File: config.mk
export PLATFORM = sky130hd
export DESIGN_NAME = id_alu_ctrl_stage
export DESIGN_NICKNAME = d
export VERILOG_FILES = /design/src/rtl/mips_pkg.sv /design/src/rtl/alu_ctrl_dec.sv /design/src/rtl/id_alu_ctrl_stage.sv
export SDC_FILE = /design/constraint.sdc
export NUM_CORES = 1
export LEC_CHECK = 0
export BUFFER_PORTS_ARGS = -buffer_cell sky130_fd_sc_hd__clkbuf_2
export CORE_ASPECT_RATIO = 0.9
export CORE_MARGIN = 2
export CORE_UTILIZATION = 30
export CTS_BUF_LIST = sky130_fd_sc_hd__clkbuf_8
export DETAILED_ROUTE_END_ITERATION = 10
export SYNTH_ARGS = -nofsm -noshare
export SYNTH_HDL_FRONTEND = slang
export SYNTH_SLANG_ARGS = --single-unit
export TNS_END_PERCENT = 1
File: constraint.sdc
create_clock -name clk -period 2.85 [get_ports clk]
set_input_delay 0.57 -clock clk [delete_from_list [all_inputs] [get_ports clk]]
set_output_delay 0.57 -clock clk [all_outputs]
set_load 0.05 [all_outputs]
File: src/rtl/mips_pkg.sv
// ---------------------------------------------------------------------------
// mips_pkg
//   Shared constants and types for the MIPS32 decode/execute boundary.
//   - ALU control codes (ALU_ADD..ALU_SRA), also consumed by the EX-stage ALU.
//   - Primary opcode and R-type funct encodings.
//   - Branch / jump kind encodings carried into EX.
//   - ctrl_t: the control bundle produced by decode and held in ID/EX.
// ---------------------------------------------------------------------------
package mips_pkg;

    // ALU control codes
    localparam logic [3:0] ALU_ADD = 4'b0000;
    localparam logic [3:0] ALU_SUB = 4'b0100;
    localparam logic [3:0] ALU_AND = 4'b0001;
    localparam logic [3:0] ALU_OR  = 4'b0101;
    localparam logic [3:0] ALU_XOR = 4'b0010;
    localparam logic [3:0] ALU_LUI = 4'b0110;
    localparam logic [3:0] ALU_SLL = 4'b0011;
    localparam logic [3:0] ALU_SRL = 4'b0111;
    localparam logic [3:0] ALU_SRA = 4'b1111;

    // Primary opcodes, inst[31:26]
    localparam logic [5:0] OP_RTYPE = 6'b000000;
    localparam logic [5:0] OP_J     = 6'b000010;
    localparam logic [5:0] OP_JAL   = 6'b000011;
    localparam logic [5:0] OP_BEQ   = 6'b000100;
    localparam logic [5:0] OP_BNE   = 6'b000101;
    localparam logic [5:0] OP_ADDI  = 6'b001000;
    localparam logic [5:0] OP_ADDIU = 6'b001001;
    localparam logic [5:0] OP_ANDI  = 6'b001100;
    localparam logic [5:0] OP_ORI   = 6'b001101;
    localparam logic [5:0] OP_XORI  = 6'b001110;
    localparam logic [5:0] OP_LUI   = 6'b001111;
    localparam logic [5:0] OP_LW    = 6'b100011;
    localparam logic [5:0] OP_SW    = 6'b101011;

    // R-type funct codes, inst[5:0]
    localparam logic [5:0] FN_SLL  = 6'b000000;
    localparam logic [5:0] FN_SRL  = 6'b000010;
    localparam logic [5:0] FN_SRA  = 6'b000011;
    localparam logic [5:0] FN_JR   = 6'b001000;
    localparam logic [5:0] FN_ADD  = 6'b100000;
    localparam logic [5:0] FN_ADDU = 6'b100001;
    localparam logic [5:0] FN_SUB  = 6'b100010;
    localparam logic [5:0] FN_SUBU = 6'b100011;
    localparam logic [5:0] FN_AND  = 6'b100100;
    localparam logic [5:0] FN_OR   = 6'b100101;
    localparam logic [5:0] FN_XOR  = 6'b100110;

    // Branch kind
    localparam logic [1:0] BR_NONE = 2'b00;
    localparam logic [1:0] BR_BEQ  = 2'b01;
    localparam logic [1:0] BR_BNE  = 2'b10;

    // Jump kind
    localparam logic [1:0] JMP_NONE = 2'b00;
    localparam logic [1:0] JMP_J    = 2'b01;
    localparam logic [1:0] JMP_JAL  = 2'b10;
    localparam logic [1:0] JMP_JR   = 2'b11;

    // Link register written by jal
    localparam logic [4:0] REG_RA = 5'd31;

    typedef struct packed {
        logic [3:0]  aluc;
        logic        shift;
        logic [4:0]  sa;
        logic        aluimm;
        logic [31:0] imm32;
        logic        wreg;
        logic        m2reg;
        logic        wmem;
        logic [4:0]  rn;
        logic [1:0]  branch;
        logic [1:0]  jump;
        logic        illegal;
    } ctrl_t;

    // Sign-extend a 16-bit immediate to 32 bits.
    function automatic logic [31:0] sext16(input logic [15:0] imm);
        return {{16{imm[15]}}, imm};
    endfunction

endpackage : mips_pkg

File: src/rtl/alu_ctrl_dec.sv
// ---------------------------------------------------------------------------
// alu_ctrl_dec
//   Purely combinational decode of a MIPS32 instruction word into the EX
//   control bundle (ALU code, operand selects, memory/write-back enables,
//   destination register, extended immediate, branch/jump kind).
//   Unsupported opcodes/functs raise ctrl.illegal with every side-effecting
//   control left at zero and aluc at ALU_ADD.
//
// Ports:
//   inst  in  32     instruction word
//   ctrl  out ctrl_t decoded control bundle (ungated; rn==0 write
//                    suppression is applied by the pipeline register)
// ---------------------------------------------------------------------------
module alu_ctrl_dec
    import mips_pkg::*;
(
    input  logic [31:0] inst,
    output ctrl_t       ctrl
);

    logic [5:0]  op;
    logic [5:0]  funct;
    logic [4:0]  rt;
    logic [4:0]  rd;
    logic [15:0] imm;

    assign op    = inst[31:26];
    assign funct = inst[5:0];
    assign rt    = inst[20:16];
    assign rd    = inst[15:11];
    assign imm   = inst[15:0];

    // rs is read by the register file, not by this decoder.
    logic unused_rs;
    assign unused_rs = ^inst[25:21];

    always_comb begin
        ctrl        = '0;
        ctrl.aluc   = ALU_ADD;
        ctrl.sa     = inst[10:6];
        ctrl.imm32  = sext16(imm);
        ctrl.rn     = rt;

        case (op)
            OP_RTYPE: begin
                ctrl.rn   = rd;
                ctrl.wreg = 1'b1;
                case (funct)
                    FN_ADD, FN_ADDU: ctrl.aluc = ALU_ADD;
                    FN_SUB, FN_SUBU: ctrl.aluc = ALU_SUB;
                    FN_AND:          ctrl.aluc = ALU_AND;
                    FN_OR:           ctrl.aluc = ALU_OR;
                    FN_XOR:          ctrl.aluc = ALU_XOR;
                    FN_SLL: begin
                        ctrl.aluc  = ALU_SLL;
                        ctrl.shift = 1'b1;
                    end
                    FN_SRL: begin
                        ctrl.aluc  = ALU_SRL;
                        ctrl.shift = 1'b1;
                    end
                    FN_SRA: begin
                        ctrl.aluc  = ALU_SRA;
                        ctrl.shift = 1'b1;
                    end
                    FN_JR: begin
                        ctrl.jump = JMP_JR;
                        ctrl.wreg = 1'b0;
                    end
                    default: begin
                        ctrl.illegal = 1'b1;
                        ctrl.wreg    = 1'b0;
                    end
                endcase
            end

            OP_ADDI, OP_ADDIU: begin
                ctrl.aluc   = ALU_ADD;
                ctrl.aluimm = 1'b1;
                ctrl.wreg   = 1'b1;
            end

            OP_ANDI: begin
                ctrl.aluc   = ALU_AND;
                ctrl.aluimm = 1'b1;
                ctrl.imm32  = {16'h0000, imm};
                ctrl.wreg   = 1'b1;
            end

            OP_ORI: begin
                ctrl.aluc   = ALU_OR;
                ctrl.aluimm = 1'b1;
                ctrl.imm32  = {16'h0000, imm};
                ctrl.wreg   = 1'b1;
            end

            OP_XORI: begin
                ctrl.aluc   = ALU_XOR;
                ctrl.aluimm = 1'b1;
                ctrl.imm32  = {16'h0000, imm};
                ctrl.wreg   = 1'b1;
            end

            OP_LUI: begin
                // The ALU does the <<16; decode only zero-extends.
                ctrl.aluc   = ALU_LUI;
                ctrl.aluimm = 1'b1;
                ctrl.imm32  = {16'h0000, imm};
                ctrl.wreg   = 1'b1;
            end

            OP_LW: begin
                ctrl.aluc   = ALU_ADD;
                ctrl.aluimm = 1'b1;
                ctrl.wreg   = 1'b1;
                ctrl.m2reg  = 1'b1;
            end

            OP_SW: begin
                ctrl.aluc   = ALU_ADD;
                ctrl.aluimm = 1'b1;
                ctrl.wmem   = 1'b1;
            end

            OP_BEQ: begin
                // Equality is tested by subtracting rt from rs.
                ctrl.aluc   = ALU_SUB;
                ctrl.branch = BR_BEQ;
            end

            OP_BNE: begin
                ctrl.aluc   = ALU_SUB;
                ctrl.branch = BR_BNE;
            end

            OP_J: begin
                ctrl.jump = JMP_J;
            end

            OP_JAL: begin
                // The ALU forms the link address as pc+8 via an ADD.
                ctrl.aluc = ALU_ADD;
                ctrl.jump = JMP_JAL;
                ctrl.wreg = 1'b1;
                ctrl.rn   = REG_RA;
            end

            default: begin
                ctrl.illegal = 1'b1;
            end
        endcase
    end

endmodule : alu_ctrl_dec

File: src/rtl/id_alu_ctrl_stage.sv
// ---------------------------------------------------------------------------
// id_alu_ctrl_stage
//   ID/EX pipeline register for ALU and operand-select controls. Decodes the
//   ID-stage instruction and registers the result for EX, with one cycle of
//   latency.
//
//   Handshake: id_ready = ~stall. An instruction presented with id_valid=1 is
//   accepted on a rising edge where id_ready=1 (and flush=0); while id_ready=0
//   the ID stage must hold id_inst/id_valid, and every ex_* output holds.
//   flush and rst do not affect id_ready.
//
//   Register update priority: rst > flush > stall > load. rst and flush load a
//   bubble (all outputs zero); a load with id_valid=0 also loads a bubble.
//
// Ports:
//   clk, rst         rising-edge clock, synchronous active-high reset
//   id_valid,id_inst ID-stage instruction and its valid flag
//   stall, flush     hazard hold and redirect bubble
//   id_ready         ~stall
//   ex_*             registered EX controls (see mips_pkg::ctrl_t)
// ---------------------------------------------------------------------------
module id_alu_ctrl_stage
    import mips_pkg::*;
#(
    parameter int DW   = 32,
    parameter int RA_W = 5
) (
    input  logic            clk,
    input  logic            rst,
    input  logic            id_valid,
    input  logic [DW-1:0]   id_inst,
    input  logic            stall,
    input  logic            flush,
    output logic            id_ready,
    output logic            ex_valid,
    output logic [3:0]      ex_aluc,
    output logic            ex_shift,
    output logic [4:0]      ex_sa,
    output logic            ex_aluimm,
    output logic [DW-1:0]   ex_imm32,
    output logic            ex_wreg,
    output logic            ex_m2reg,
    output logic            ex_wmem,
    output logic [RA_W-1:0] ex_rn,
    output logic [1:0]      ex_branch,
    output logic [1:0]      ex_jump,
    output logic            ex_illegal
);

    ctrl_t dec_ctrl;
    ctrl_t load_ctrl;
    ctrl_t ex_q;
    logic  ex_valid_q;

    alu_ctrl_dec u_dec (
        .inst (id_inst),
        .ctrl (dec_ctrl)
    );

    // Illegal instructions must not leave any architectural side effect, and
    // writes to $0 are dropped here so that nop (sll $0,$0,0) never writes.
    always_comb begin
        load_ctrl = dec_ctrl;
        if (dec_ctrl.illegal) begin
            load_ctrl.wreg   = 1'b0;
            load_ctrl.wmem   = 1'b0;
            load_ctrl.m2reg  = 1'b0;
            load_ctrl.branch = BR_NONE;
            load_ctrl.jump   = JMP_NONE;
            load_ctrl.aluc   = ALU_ADD;
        end
        if (dec_ctrl.rn == 5'd0) begin
            load_ctrl.wreg = 1'b0;
        end
    end

    always_ff @(posedge clk) begin
        if (rst) begin
            ex_q       <= '0;
            ex_valid_q <= 1'b0;
        end else if (flush) begin
            ex_q       <= '0;
            ex_valid_q <= 1'b0;
        end else if (!stall) begin
            if (id_valid) begin
                ex_q       <= load_ctrl;
                ex_valid_q <= 1'b1;
            end else begin
                ex_q       <= '0;
                ex_valid_q <= 1'b0;
            end
        end
    end

    assign id_ready   = ~stall;

    assign ex_valid   = ex_valid_q;
    assign ex_aluc    = ex_q.aluc;
    assign ex_shift   = ex_q.shift;
    assign ex_sa      = ex_q.sa;
    assign ex_aluimm  = ex_q.aluimm;
    assign ex_imm32   = ex_q.imm32;
    assign ex_wreg    = ex_q.wreg;
    assign ex_m2reg   = ex_q.m2reg;
    assign ex_wmem    = ex_q.wmem;
    assign ex_rn      = ex_q.rn;
    assign ex_branch  = ex_q.branch;
    assign ex_jump    = ex_q.jump;
    assign ex_illegal = ex_q.illegal;

endmodule : id_alu_ctrl_stage

# After elaboration in Yosys (flattened, before gate mapping)
# Index checks and enable logic that the tools add are counted.
# Widths: inputs -> output; s select.
dict set report word_totals {
  out_inout_bits 58
  ff_bits 57
  wordCells 71
}
dict set report op_classes {
  reduce_logical 13
  n_bitwise 1
  n_eq_ne 22
  n_mux 22
}
# operator count
set ops {}
lappend ops {{$mux 56} 1}
lappend ops {{$eq 6x6->1 const B} 9}
lappend ops {{$eq 6x4->1 const B} 7}
lappend ops {{$mux 32} 1}
lappend ops {{$pmux 4 s7} 1}
lappend ops {{$eq 6x2->1 const B} 4}
lappend ops {{$pmux 4 s6} 1}
lappend ops {{$reduce_or 8->1} 2}
lappend ops {{$eq 6x3->1 const B} 2}
lappend ops {{$logic_not 6->1} 2}
lappend ops {{$reduce_or 12->1} 1}
lappend ops {{$reduce_or 11->1} 1}
lappend ops {{$pmux 5 s2} 1}
lappend ops {{$reduce_or 10->1} 1}
lappend ops {{$mux 1} 9}
lappend ops {{$mux 4} 2}
lappend ops {{$pmux 2 s3} 1}
lappend ops {{$reduce_or 2->1} 3}
lappend ops {{$logic_not 5->1} 1}
lappend ops {{$pmux 1 s2} 2}
lappend ops {{$pmux 2 s2} 1}
lappend ops {{$reduce_or 4->1} 1}
lappend ops {{$mux 3} 1}
lappend ops {{$reduce_or 3->1} 1}
lappend ops {{2 further kinds} 2}

# Depth between registers and ports, before layout
dict set report logic_depth {
  ltp_word 7
  ltp_mapped 6
}

# Hierarchy
# From an unflattened synthesis, not the netlist that was laid out.
dict set report unflattened {
  hier_cells 303
  hier_area_um2 2660.1
}
# module area_per_inst_um2 cells_each seq_area_each_um2 n_inst
set by_module_without_submodules {}
lappend by_module_without_submodules {id_alu_ctrl_stage 1944.4 196 1141.1 1}
lappend by_module_without_submodules {alu_ctrl_dec 715.7 107 0.0 1}

# Worst setup path before layout
# OpenSTA, ideal clock, no wires.
dict set report synth_path {
  path_type {in2reg}
  startpoint {in id_inst[1]}
  endpoint {reg ex_q (netlist bit ex_branch[0])}
  slack_ns 0.658
  cell_stages 6
  arrival_time_ns 2.122
  setup_ns 0.070
  path_cell_list {buf_6 -> or4b_4 -> o211ai_2 -> o211ai_4 -> or4_1 -> a21oi_1}
}
dict set report synth_between {
  elab_chain_len 6
}
# item line_no
set synth_rtl {}
lappend synth_rtl {{start: declaration} id_alu_ctrl_stage.sv:31} ;# input logic [DW-1:0] id_inst,
lappend synth_rtl {{$eq 6x6->1 (tied with other cells)} alu_ctrl_dec.sv:48} ;# case (funct)
lappend synth_rtl {{$reduce_or 11->1 (no source line) *} -}
lappend synth_rtl {{$mux 1 *} alu_ctrl_dec.sv:48}
lappend synth_rtl {{$pmux 1 s2 *} alu_ctrl_dec.sv:44} ;# case (op)
lappend synth_rtl {{$mux 4 *} id_alu_ctrl_stage.sv:64} ;# if (dec_ctrl.illegal) begin
lappend synth_rtl {{$mux 56 *} id_alu_ctrl_stage.sv:85} ;# if (id_valid) begin
lappend synth_rtl {{end signal: assignment} id_alu_ctrl_stage.sv:86} ;# ex_q <= load_ctrl;
lappend synth_rtl {{end: declaration} id_alu_ctrl_stage.sv:52} ;# ctrl_t ex_q;
# Every way passes the cells marked *; elsewhere a longest branch is shown, timed or not.
# A chain may end at the register's enable or synchronous reset.

# Worst setup path after layout
dict set report layout_path {
  startpoint {in id_inst[0]}
  endpoint {reg ex_q (netlist bit ex_jump[0])}
}
dict set report layout_between {
  elab_chain_len 6
}
# item line_no
set layout_rtl {}
lappend layout_rtl {{$eq 6x6->1 (tied with other cells)} alu_ctrl_dec.sv:48}
lappend layout_rtl {{$reduce_or 11->1 (no source line)} -}
lappend layout_rtl {{$mux 1} alu_ctrl_dec.sv:48}
lappend layout_rtl {{$pmux 1 s2} alu_ctrl_dec.sv:44}
lappend layout_rtl {{$mux 4 *} id_alu_ctrl_stage.sv:64}
lappend layout_rtl {{$mux 56 *} id_alu_ctrl_stage.sv:85}
# Marks and branches as above.

==> results.cfg <==
[routing]
num_vias = 1882
route.detailed.drc = 0
viasPerCell = 4.88
drtIter0Drc = 189
ant_nets = 0
wl_per_cell_um = 13.7
drt_first_pass_iters = 4
wl_um = 5300

[sta]
whs_ns = 0.464
rsz0062_at_grt = no
fin_tns_setup_ns = 0
final-hold-violation-count = 0
slew_headroom = 0.501
fin_crit_sh = 0.740
finalMaxSlewViolations = 0
setup_viol = 0
fmax_mhz = 474
min_period_ns = 2.11
skew_ns = 0
worst_pin_slew_ns = 0.748
setup_slack_ns = 0.741

[grt]
gr-usage-met3 = 0.0391
grt_pass1_vias = 1685
grt_pass1_wl_um = 8070
grt_usage = 0.145
antenna_found_initial = 0
grt_start_max_net_pins = 40
met1_usage = 0.206
use_met2 = 0.213
gr-total-overflow = 0
grt.busiest_layer = met2

[clocking]
cts_sinks = 37
numCtsBuffers = 5
post_cts_resized = 0
cts_htree_levels = 2
cts_root_buf = clkbuf_8
cts_hold_buf = 0
clk_latency_ns = 0.28
cts_tree = built
postCtsSetupBuffers = 0
cts.path.max_buffers = 2
path_clk_slew_ns = 0.06

[worst_setup_path]
reg2reg_slack_ns = 1.99
critical_path.max_fanout = 10
reg2reg_to = ex_imm32[30]$_SDFFE_PP0N_
crit_type = in -> reg
r2r_cells = 2
crit_required_ns = 3.06
cp-start-kind = input port
endpoint_kind = register
r2r_start = ex_imm32[30]$_SDFFE_PP0N_
cp.arrival_ns = 2.32

[layout]
seqCellArea_um2 = 741
fin_nets = 335
fin_area_mm2 = 0.00240
nFillCells = 696
area_growth_pct = 24.3
layout_commonest_cell = clkbuf_2
antennaDiodeCount = 0
layout-drive-gt1-share = 0.381
final_cell_mix = clkbuf_2, dfxtp_1, nor2_1
multi_input_area_um2 = 962

[placement]
dp_hpwl_um = 3850
place.gp.congestion = 0.828
placed_cell_area_mm2 = 0.00230
numPortBuffers = 89
pre_cts_ws_ns = 0.462

[logic_synthesis]
synth_fp_nets = 270
synthFlopType = dfxtp_1
yosysSeqAreaShare = 0.384
async_flop_share = 0
syn-cell-area_mm2 = 0.00193
synth_warnings = 0
synthesis.instances = 233
ys_types = 46
avgSynthCellArea_um2 = 8.29
synth_edf_count = 0
ys_seq_elements = 37

[worst_hold_path]
hold_class = reg -> reg
whs_path_depth = 2
hp-start = ex_m2reg$_SDFFE_PP0N_
min_to = ex_m2reg$_SDFFE_PP0N_

[pwr]
peakVddDrop_uv = 166
total_power_uw = 1120
power_density_mw_per_mm2 = 468
power_leakage_uw = 0.00101

[outcome]
status = finished, final reports clean

[job]
maxCapViolations = 0

[floorplanning]
io_pins = 95
initial_utilization = 0.312
die_y_um = 80.1
die_area_mm2 = 0.00709
row_count = 27
core-area_mm2 = 0.00618
die_w_um = 88.6
==> metal layers <==
layer / wire, um / up-vias
li1: - / 951
met1: 2630 / 863
met2: 2300 / 64
met3: 327 / 4
met4: 40 / 0
met5: 0 / -
==> how the worst max path moves through the flow <==
stage | slack [ns] | startpoint | to | depth (start not counted)
detailed placement | 0.46 | id_inst[1] | ex_jump[0]$_SDFFE_PP0N_ | 6
floorplan | 0.66 | id_inst[1] | ex_branch[0]$_SDFFE_PP0N_ | 6
CTS | 0.75 | id_inst[0] | ex_jump[0]$_SDFFE_PP0N_ | 6
global placement | 0.48 | id_inst[0] | ex_jump[0]$_SDFFE_PP0N_ | 6
finish | 0.74 | id_inst[0] | ex_jump[0]$_SDFFE_PP0N_ | 6
global route | 0.66 | id_inst[1] | ex_jump[0]$_SDFFE_PP0N_ | 6
==> synthesized netlist by cell type (4+ instances only) <==
| cell type | n | share of area |
|---|---|---|
| nor2_1 | 31 | 0.060 |
| nand3_1 | 9 | 0.023 |
| or3_1 | 4 | 0.013 |
| a21oi_1 | 20 | 0.052 |
| clkbuf_1 | 8 | 0.016 |
| nand2_1 | 20 | 0.039 |
| nor2b_1 | 6 | 0.019 |
| buf_1 | 4 | 0.0078 |
| dfxtp_1 | 37 | 0.38 |
| or2_2 | 4 | 0.013 |
| buf_4 | 20 | 0.078 |
| nor3_1 | 4 | 0.010 |
| a22oi_1 | 18 | 0.070 |
==> metrics by stage <==
stage	cells	util
after floorplan	233	-
after global placement	378	0.372
after detailed placement	378	0.372
after CTS	386	0.388
after global routing	386	0.388
final	386	0.388
==> worst max-delay path, cell delays in order <==
cell and delay [ns]:
clkbuf_2 0.14, or4b_4 0.57, o211ai_2 0.23, o211ai_4 0.15
or4_1 0.51, a21oi_1 0.15
==> area by class of cell <==
type / count / area share
clock buffer: 7 / 0.0401
multi-input combinational: 158 / 0.401
tap: 87 / 0.0454
timing repair buffer: 93 / 0.198
inverter: 3 / 0.00469
sequential: 37 / 0.309
clock inverter: 1 / 0.00209
==> cell families after synthesis <==
logic type | synth area share
and+or+nand+nor | 0.236
AOI/OAI and AO/OA | 0.262
buffers and inverters | 0.118
DFF | 0.384
==> power by group <==
part | internal (uW) | total, uW | switching, uW | leakage, uW
sequential | 524 | 529 | 4.93 | 0.000299
clock | 219 | 404 | 185 | 0.0000542
combinational | 56.5 | 190 | 134 | 0.000657
==> registers in the layout (all words and copies together) (netlist names), 2 cells and up <==
signal	count
ex_imm32	13
ex_rn	5
ex_aluc	4
ex_sa	4
ex_branch	2
ex_jump	2
Power figures use the tool's default switching activity.
